File: src/rtl/dm_cache_ctrl.sv
// Direct-mapped, write-through, no-write-allocate cache controller.
// Owns the tag and valid arrays, decides hit or miss, steers the external
// data array (falling-edge write, rising-edge registered read) and talks to
// main memory over a simple req/ack handshake. Keeps saturating hit and
// miss counters.
module dm_cache_ctrl #(
    parameter int ADDR_W = 8,
    parameter int DATA_W = 8,
    parameter int IDX_W  = 3,
    parameter int CNT_W  = 16
) (
    input  logic              clk,
    input  logic              rst,
    // CPU request port
    input  logic              cpu_req,
    input  logic              cpu_we,
    input  logic [ADDR_W-1:0] cpu_addr,
    input  logic [DATA_W-1:0] cpu_wdata,
    input  logic              flush,
    output logic              cpu_ready,
    output logic [DATA_W-1:0] cpu_rdata,
    // cache data array port
    output logic [IDX_W-1:0]  cm_addr,
    output logic              cm_rd,
    output logic              cm_wr,
    output logic [DATA_W-1:0] cm_wdata,
    input  logic [DATA_W-1:0] cm_rdata,
    // main memory port
    output logic              mem_req,
    output logic              mem_we,
    output logic [ADDR_W-1:0] mem_addr,
    output logic [DATA_W-1:0] mem_wdata,
    input  logic              mem_ack,
    input  logic [DATA_W-1:0] mem_rdata,
    // statistics
    output logic [CNT_W-1:0]  hit_cnt,
    output logic [CNT_W-1:0]  miss_cnt
);

    localparam int LINES = 1 << IDX_W;
    localparam int TAG_W = ADDR_W - IDX_W;

    typedef enum logic [2:0] {
        S_IDLE,
        S_TAG,
        S_RD_WAIT,
        S_MEM_RD,
        S_FILL,
        S_MEM_WR,
        S_DONE
    } state_t;

    state_t             state_q, state_d;
    logic               we_q, we_d;
    logic [ADDR_W-1:0]  addr_q, addr_d;
    logic [DATA_W-1:0]  wdata_q, wdata_d;
    logic [DATA_W-1:0]  fill_q, fill_d;
    logic [DATA_W-1:0]  rdata_q, rdata_d;
    logic [LINES-1:0]   valid_q, valid_d;
    logic [CNT_W-1:0]   hit_cnt_q, hit_cnt_d;
    logic [CNT_W-1:0]   miss_cnt_q, miss_cnt_d;

    logic [TAG_W-1:0]   tag_q [LINES];
    logic [TAG_W-1:0]   tag_d;
    logic               tag_wr_en;

    logic [IDX_W-1:0]   req_idx;
    logic [TAG_W-1:0]   req_tag;
    logic               hit;

    // Split the latched request address into line index and tag
    assign req_idx = addr_q[IDX_W-1:0];
    assign req_tag = addr_q[ADDR_W-1:IDX_W];

    // A line hits only when it is valid and holds the requested tag
    assign hit = valid_q[req_idx] && (tag_q[req_idx] == req_tag);

    assign cpu_rdata = rdata_q;
    assign hit_cnt   = hit_cnt_q;
    assign miss_cnt  = miss_cnt_q;

    // Control state, request latches, valid bits and counters; reset aborts any transfer
    always_ff @(posedge clk or posedge rst) begin
        if (rst) begin
            state_q    <= S_IDLE;
            we_q       <= 1'b0;
            addr_q     <= '0;
            wdata_q    <= '0;
            fill_q     <= '0;
            rdata_q    <= '0;
            valid_q    <= '0;
            hit_cnt_q  <= '0;
            miss_cnt_q <= '0;
        end else begin
            state_q    <= state_d;
            we_q       <= we_d;
            addr_q     <= addr_d;
            wdata_q    <= wdata_d;
            fill_q     <= fill_d;
            rdata_q    <= rdata_d;
            valid_q    <= valid_d;
            hit_cnt_q  <= hit_cnt_d;
            miss_cnt_q <= miss_cnt_d;
        end
    end

    // Tag array has no reset: a cleared valid bit makes stale tags harmless
    always_ff @(posedge clk) begin
        if (tag_wr_en) begin
            tag_q[req_idx] <= tag_d;
        end
    end

    // Next-state logic and register updates for each step of a transaction
    always_comb begin
        state_d    = state_q;
        we_d       = we_q;
        addr_d     = addr_q;
        wdata_d    = wdata_q;
        fill_d     = fill_q;
        rdata_d    = rdata_q;
        valid_d    = valid_q;
        hit_cnt_d  = hit_cnt_q;
        miss_cnt_d = miss_cnt_q;
        tag_wr_en  = 1'b0;
        tag_d      = req_tag;

        case (state_q)
            S_IDLE: begin
                if (flush) begin
                    valid_d = '0;
                end else if (cpu_req) begin
                    we_d    = cpu_we;
                    addr_d  = cpu_addr;
                    wdata_d = cpu_wdata;
                    state_d = S_TAG;
                end
            end
            S_TAG: begin
                if (hit) begin
                    if (hit_cnt_q != '1) begin
                        hit_cnt_d = hit_cnt_q + CNT_W'(1);
                    end
                end else begin
                    if (miss_cnt_q != '1) begin
                        miss_cnt_d = miss_cnt_q + CNT_W'(1);
                    end
                end
                if (we_q) begin
                    state_d = S_MEM_WR;
                end else if (hit) begin
                    state_d = S_RD_WAIT;
                end else begin
                    state_d = S_MEM_RD;
                end
            end
            S_RD_WAIT: begin
                rdata_d = cm_rdata;
                state_d = S_DONE;
            end
            S_MEM_RD: begin
                if (mem_ack) begin
                    fill_d  = mem_rdata;
                    state_d = S_FILL;
                end
            end
            S_FILL: begin
                tag_wr_en        = 1'b1;
                valid_d[req_idx] = 1'b1;
                rdata_d          = fill_q;
                state_d          = S_DONE;
            end
            S_MEM_WR: begin
                if (mem_ack) begin
                    state_d = S_DONE;
                end
            end
            S_DONE: begin
                state_d = S_IDLE;
            end
            default: begin
                state_d = S_IDLE;
            end
        endcase
    end

    // Moore decode of the data-array, memory and completion strobes
    always_comb begin
        cpu_ready = 1'b0;
        cm_addr   = '0;
        cm_rd     = 1'b0;
        cm_wr     = 1'b0;
        cm_wdata  = '0;
        mem_req   = 1'b0;
        mem_we    = 1'b0;
        mem_addr  = '0;
        mem_wdata = '0;

        case (state_q)
            S_TAG: begin
                if (hit) begin
                    cm_addr = req_idx;
                    if (we_q) begin
                        cm_wr    = 1'b1;
                        cm_wdata = wdata_q;
                    end else begin
                        cm_rd = 1'b1;
                    end
                end
            end
            S_MEM_RD: begin
                mem_req  = 1'b1;
                mem_addr = addr_q;
            end
            S_FILL: begin
                cm_wr    = 1'b1;
                cm_addr  = req_idx;
                cm_wdata = fill_q;
            end
            S_MEM_WR: begin
                mem_req   = 1'b1;
                mem_we    = 1'b1;
                mem_addr  = addr_q;
                mem_wdata = wdata_q;
            end
            S_DONE: begin
                cpu_ready = 1'b1;
            end
            default: begin
                cpu_ready = 1'b0;
            end
        endcase
    end

endmodule

File: config.mk
export PLATFORM = sky130hd
export DESIGN_NAME = dm_cache_ctrl
export DESIGN_NICKNAME = d
export VERILOG_FILES = /design/src/rtl/dm_cache_ctrl.sv
export SDC_FILE = /design/constraint.sdc
export NUM_CORES = 1
export LEC_CHECK = 0
export CAP_MARGIN = 20
export CORE_MARGIN = 4
export CORE_UTILIZATION = 35
export CTS_CLUSTER_DIAMETER = 80
export DETAILED_ROUTE_END_ITERATION = 6
export GPL_TIMING_DRIVEN = 1
export HOLD_SLACK_MARGIN = 0.15
export PLACE_DENSITY = 0.63
export SYNTH_ARGS = -nofsm -noshare
export SYNTH_HDL_FRONTEND = slang
export SYNTH_SLANG_ARGS = --single-unit
File: constraint.sdc
create_clock -name clk -period 3 [get_ports clk]
set_clock_uncertainty 0.1 [all_clocks]
set_input_delay 0.75 -clock clk [delete_from_list [all_inputs] [get_ports clk]]
set_output_delay 0.75 -clock clk [all_outputs]
set_load 0.03 [all_outputs]
==> results_dict.tcl, run 1 <==
set metrics [dict create \
    crit_family "buffers and inverters" \
    critPathMaxStageDelay_ns 0.50 \
    report.final.setup_viol 13 \
    grt_start_max_net_pins 33 \
    r2r-start "addr_q[0]" \
    min-delay-start "cpu_rdata[0]" \
    worst_setup_path_start_kind "register" \
    synth_most_common_cell "dfrtp_1" \
    ys.flop_type "dfrtp_1" \
    synth_mux_area_share_pct 9.62 \
    ant_nets 0 \
    min_to "cpu_rdata[0]" \
    cts.sinks 116 \
    die_x_um 137 \
    synth-xor-area-share_pct 3.61 \
    fin_ws_ns -0.541 \
    violations "negative setup slack" \
    final_hold_viol_count 0 \
    die_area_mm2 0.0188 \
    worstPathArrival_ns 2.69 \
    dp_hpwl_mm 11.4 \
    synthCells 508 \
    power_density_mw_per_mm2 1000 \
    die_y_um 137 \
    synth-async-reset-ratio_pct 65.5 \
    io_buffers 109 \
    grt_pass1_vias 4749 \
    antenna_found_initial 0 \
    synth_simple_gate_area_share_pct 17.5 \
    ff2ff_path_depth 8 \
    post-route-util_pct 50.5 \
    ys_types 58 \
    finalCritPeriodShare_pct 118 \
    instances_no_fill 877 \
    min_path_cells 2 \
    cts_root_buffer "clkbuf_16" \
    placed_area_mm2 0.00743 \
    netlist.area_leader.share_pct 32.6 \
    slew_headroom_pct 34.3 \
    crit_chain "buf_6 -> mux2i_1 -> mux4_2 -> xnor2_2 -> nor2b_2 -> nand4_1 -> buf_6 -> buf_12 -> o21ai_2 -> buf_6" \
    antennaDiodeCount 0 \
    synthTopCellsByArea "dfrtp_1, edfxtp_1, mux2_2" \
    slowest_stage "mux4_2" \
    hold_slack_ns 0.387 \
    slew_viol_final 0 \
    core_mm2 0.0161 \
    cp.required_ns 2.15 \
    ys_warn_count 0 \
    drcViolationCount 0 \
    synth_top_family_by_area "simple AND/OR/NAND/NOR gates" \
    syn_area_per_cell_um2 11.5 \
    r2r_end "hit_cnt[1]" \
    drive_gt1_share_pct 27.2 \
    cts-htree-levels 4 \
    static-leakage-power_nw 3.35 \
    fin_nets 688 \
    vias 4683 \
    grt_use_total_pct 17.5 \
    tns_ns -6.76 \
    avgViaCountPerCell 5.34 \
    dpl.cell_count 842 \
    start_util_pct 36.2 \
    clock.fmax_mhz 282 \
    ys_ff_latch 116 \
    irDropWorstVdd_uv 709 \
    rrSetupSlack_ns 0.17 \
    critPathCaptureType "output port" \
    insertion_delay_ns 0.43 \
    synth_area_mm2 0.00583 \
    max-cap-violations 0 \
    worst_pin_slew_ns 0.975 \
    synth_nets 548 \
    synth_common_cells "dfrtp_1, nand2_1, edfxtp_1" \
    crit_top_cell "buf_6" \
    startpoint "addr_q[0]" \
    rsz0062_at_grt "true" \
    place.gp.congestion 0.859 \
    period_needed_ns 3.54 \
    yosysSeqAreaShare_pct 53.2 \
    final_area_mm2 0.00814 \
    firstDrtPassIters 5 \
    cts_tree "built" \
    pin_count 110 \
    grt_pass1_wl_mm 25.3 \
    wl_per_cell_um 18.0 \
    clockBufferDepth 2 \
    wirelength_mm 15.8 \
    drt-initial-drc-count 299 \
    clk_pin_slew_worst_paths_ns 0.06 \
    numCtsBuffers 17 \
    place_ws_ns -0.0805 \
    crit_type "reg -> out" \
    p_total_mw 8.16 \
    synth-adder-area-share_pct 0.429 \
    grt_overflow_total 0 \
    outcome "complete, but fails checks" \
    synth_enable_flop_cells 40 \
    worstHoldPathType "reg -> reg" \
    yosys.area.top_type "dfrtp_1" \
    cp_num_buf_inv 4 \
    cp_max_fo 7 \
    rows 46 \
    synth_compound_area_share_pct 11.0 \
    area_growth_pct 39.7 \
]
==> what timing repair did <==
item	4_1_cts	5_1_grt
setup endpoints to repair	13	15
pin swaps	0	3
resized for setup	13	15
hold buffers	0	0
buffers inserted	0	1
gates cloned	0	2
==> registers in the layout, summed over array words and instances, names as in the netlist <==
signal and count:
fill_q 8, valid_q 8, tag_q 40, state_q 3
miss_cnt 16, cpu_rdata 8, hit_cnt 16, wdata_q 8
we_q 1, addr_q 8
==> cell type report <==
type | instances | area (um2)
Inverter | 15 | 56.3
Sequential cell | 116 | 3110
Multi-Input combinational cell | 344 | 2640
Fill cell | 1445 | 7970
Tap cell | 216 | 270
Clock inverter | 11 | 113
Timing Repair Buffer | 154 | 1520
Clock buffer | 21 | 440
==> power breakdown <==
part           switching, mW  internal (mW)
logic                   2.22           1.55
clock network          0.707           1.21
registers              0.361           2.11
total                   3.29           4.87
==> worst min-delay path: stages (launching register included) <==
cell and delay (ns):
dfrtp_1 0.34, nand2_1 0.05, o21ai_0 0.06
==> layer usage <==
layer | vias up | wire, um | global-route usage (%) | part of all wire [%]
li1 | 2185 | - | - | -
met1 | 2315 | 7240 | 24.2 | 46
met2 | 167 | 7330 | 26.5 | 47
met3 | 16 | 1010 | 5.88 | 6.4
met4 | 0 | 180 | 4.43 | 1.1
met5 | - | 0 | 0 | 0
==> worst max-delay path by stage <==
stage,to,depth (start not counted),slack [ns]
3_3_place_gp,cm_addr[0],9,-0.02
6_report,cm_wdata[4],10,-0.54
2_1_floorplan,cm_addr[0],10,-0.31
5_1_grt,cm_addr[1],10,-0.65
3_5_place_dp,cm_wdata[3],9,-0.08
4_1_cts,cm_wdata[3],9,-0.53
==> cells in the final DEF (no fill, tap or decap), types with 4 or more instances in the layout <==
cell	netlist	final
buf_12	1	6
and3_1	16	16
nand3_1	20	20
dfrtp_1	76	74
nand4_1	11	11
o21ai_0	20	17
nor3_1	15	15
and2_1	9	9
clkbuf_16	0	19
buf_6	7	15
inv_1	15	14
and4_1	4	4
edfxtp_1	40	40
clkdlybuf4s50_1	0	78
o21a_1	10	10
clkbuf_1	15	4
o22a_1	5	5
a22oi_1	8	8
o31ai_1	6	6
o211ai_1	6	6
a21oi_1	7	6
or4_1	5	5
o22ai_1	6	5
nand2_1	41	40
xor2_1	22	22
mux2_2	29	29
buf_4	3	53
clkinv_2	0	5
o21ai_4	0	7
mux2i_1	20	19
nor2_1	18	15
nor4_2	14	12
a311oi_1	6	6
==> cell families after synthesis <==
| kind of cell | count (synthesis) |
|---|---|
| and+or+nand+nor | 172 |
| buffers and inverters | 48 |
| adders and majority gates | 2 |
| xor gates and xnor gates | 24 |
| muxes | 51 |
| DFF | 116 |
| AOI/OAI and AO/OA | 95 |
Note: power is estimated with default switching activity, not from simulation.
==> run 2: changes to the inputs <==
--- a/config.mk
+++ b/config.mk
@@ -5,6 +5,7 @@
 export SDC_FILE = /design/constraint.sdc
 export NUM_CORES = 1
 export LEC_CHECK = 0
+export ABC_CLOCK_PERIOD_IN_PS = 3000
 export CAP_MARGIN = 20
 export CORE_MARGIN = 4
 export CORE_UTILIZATION = 35
==> results of run 2 <==
The final DEF is identical to that of run 1; final timing and power are the same.
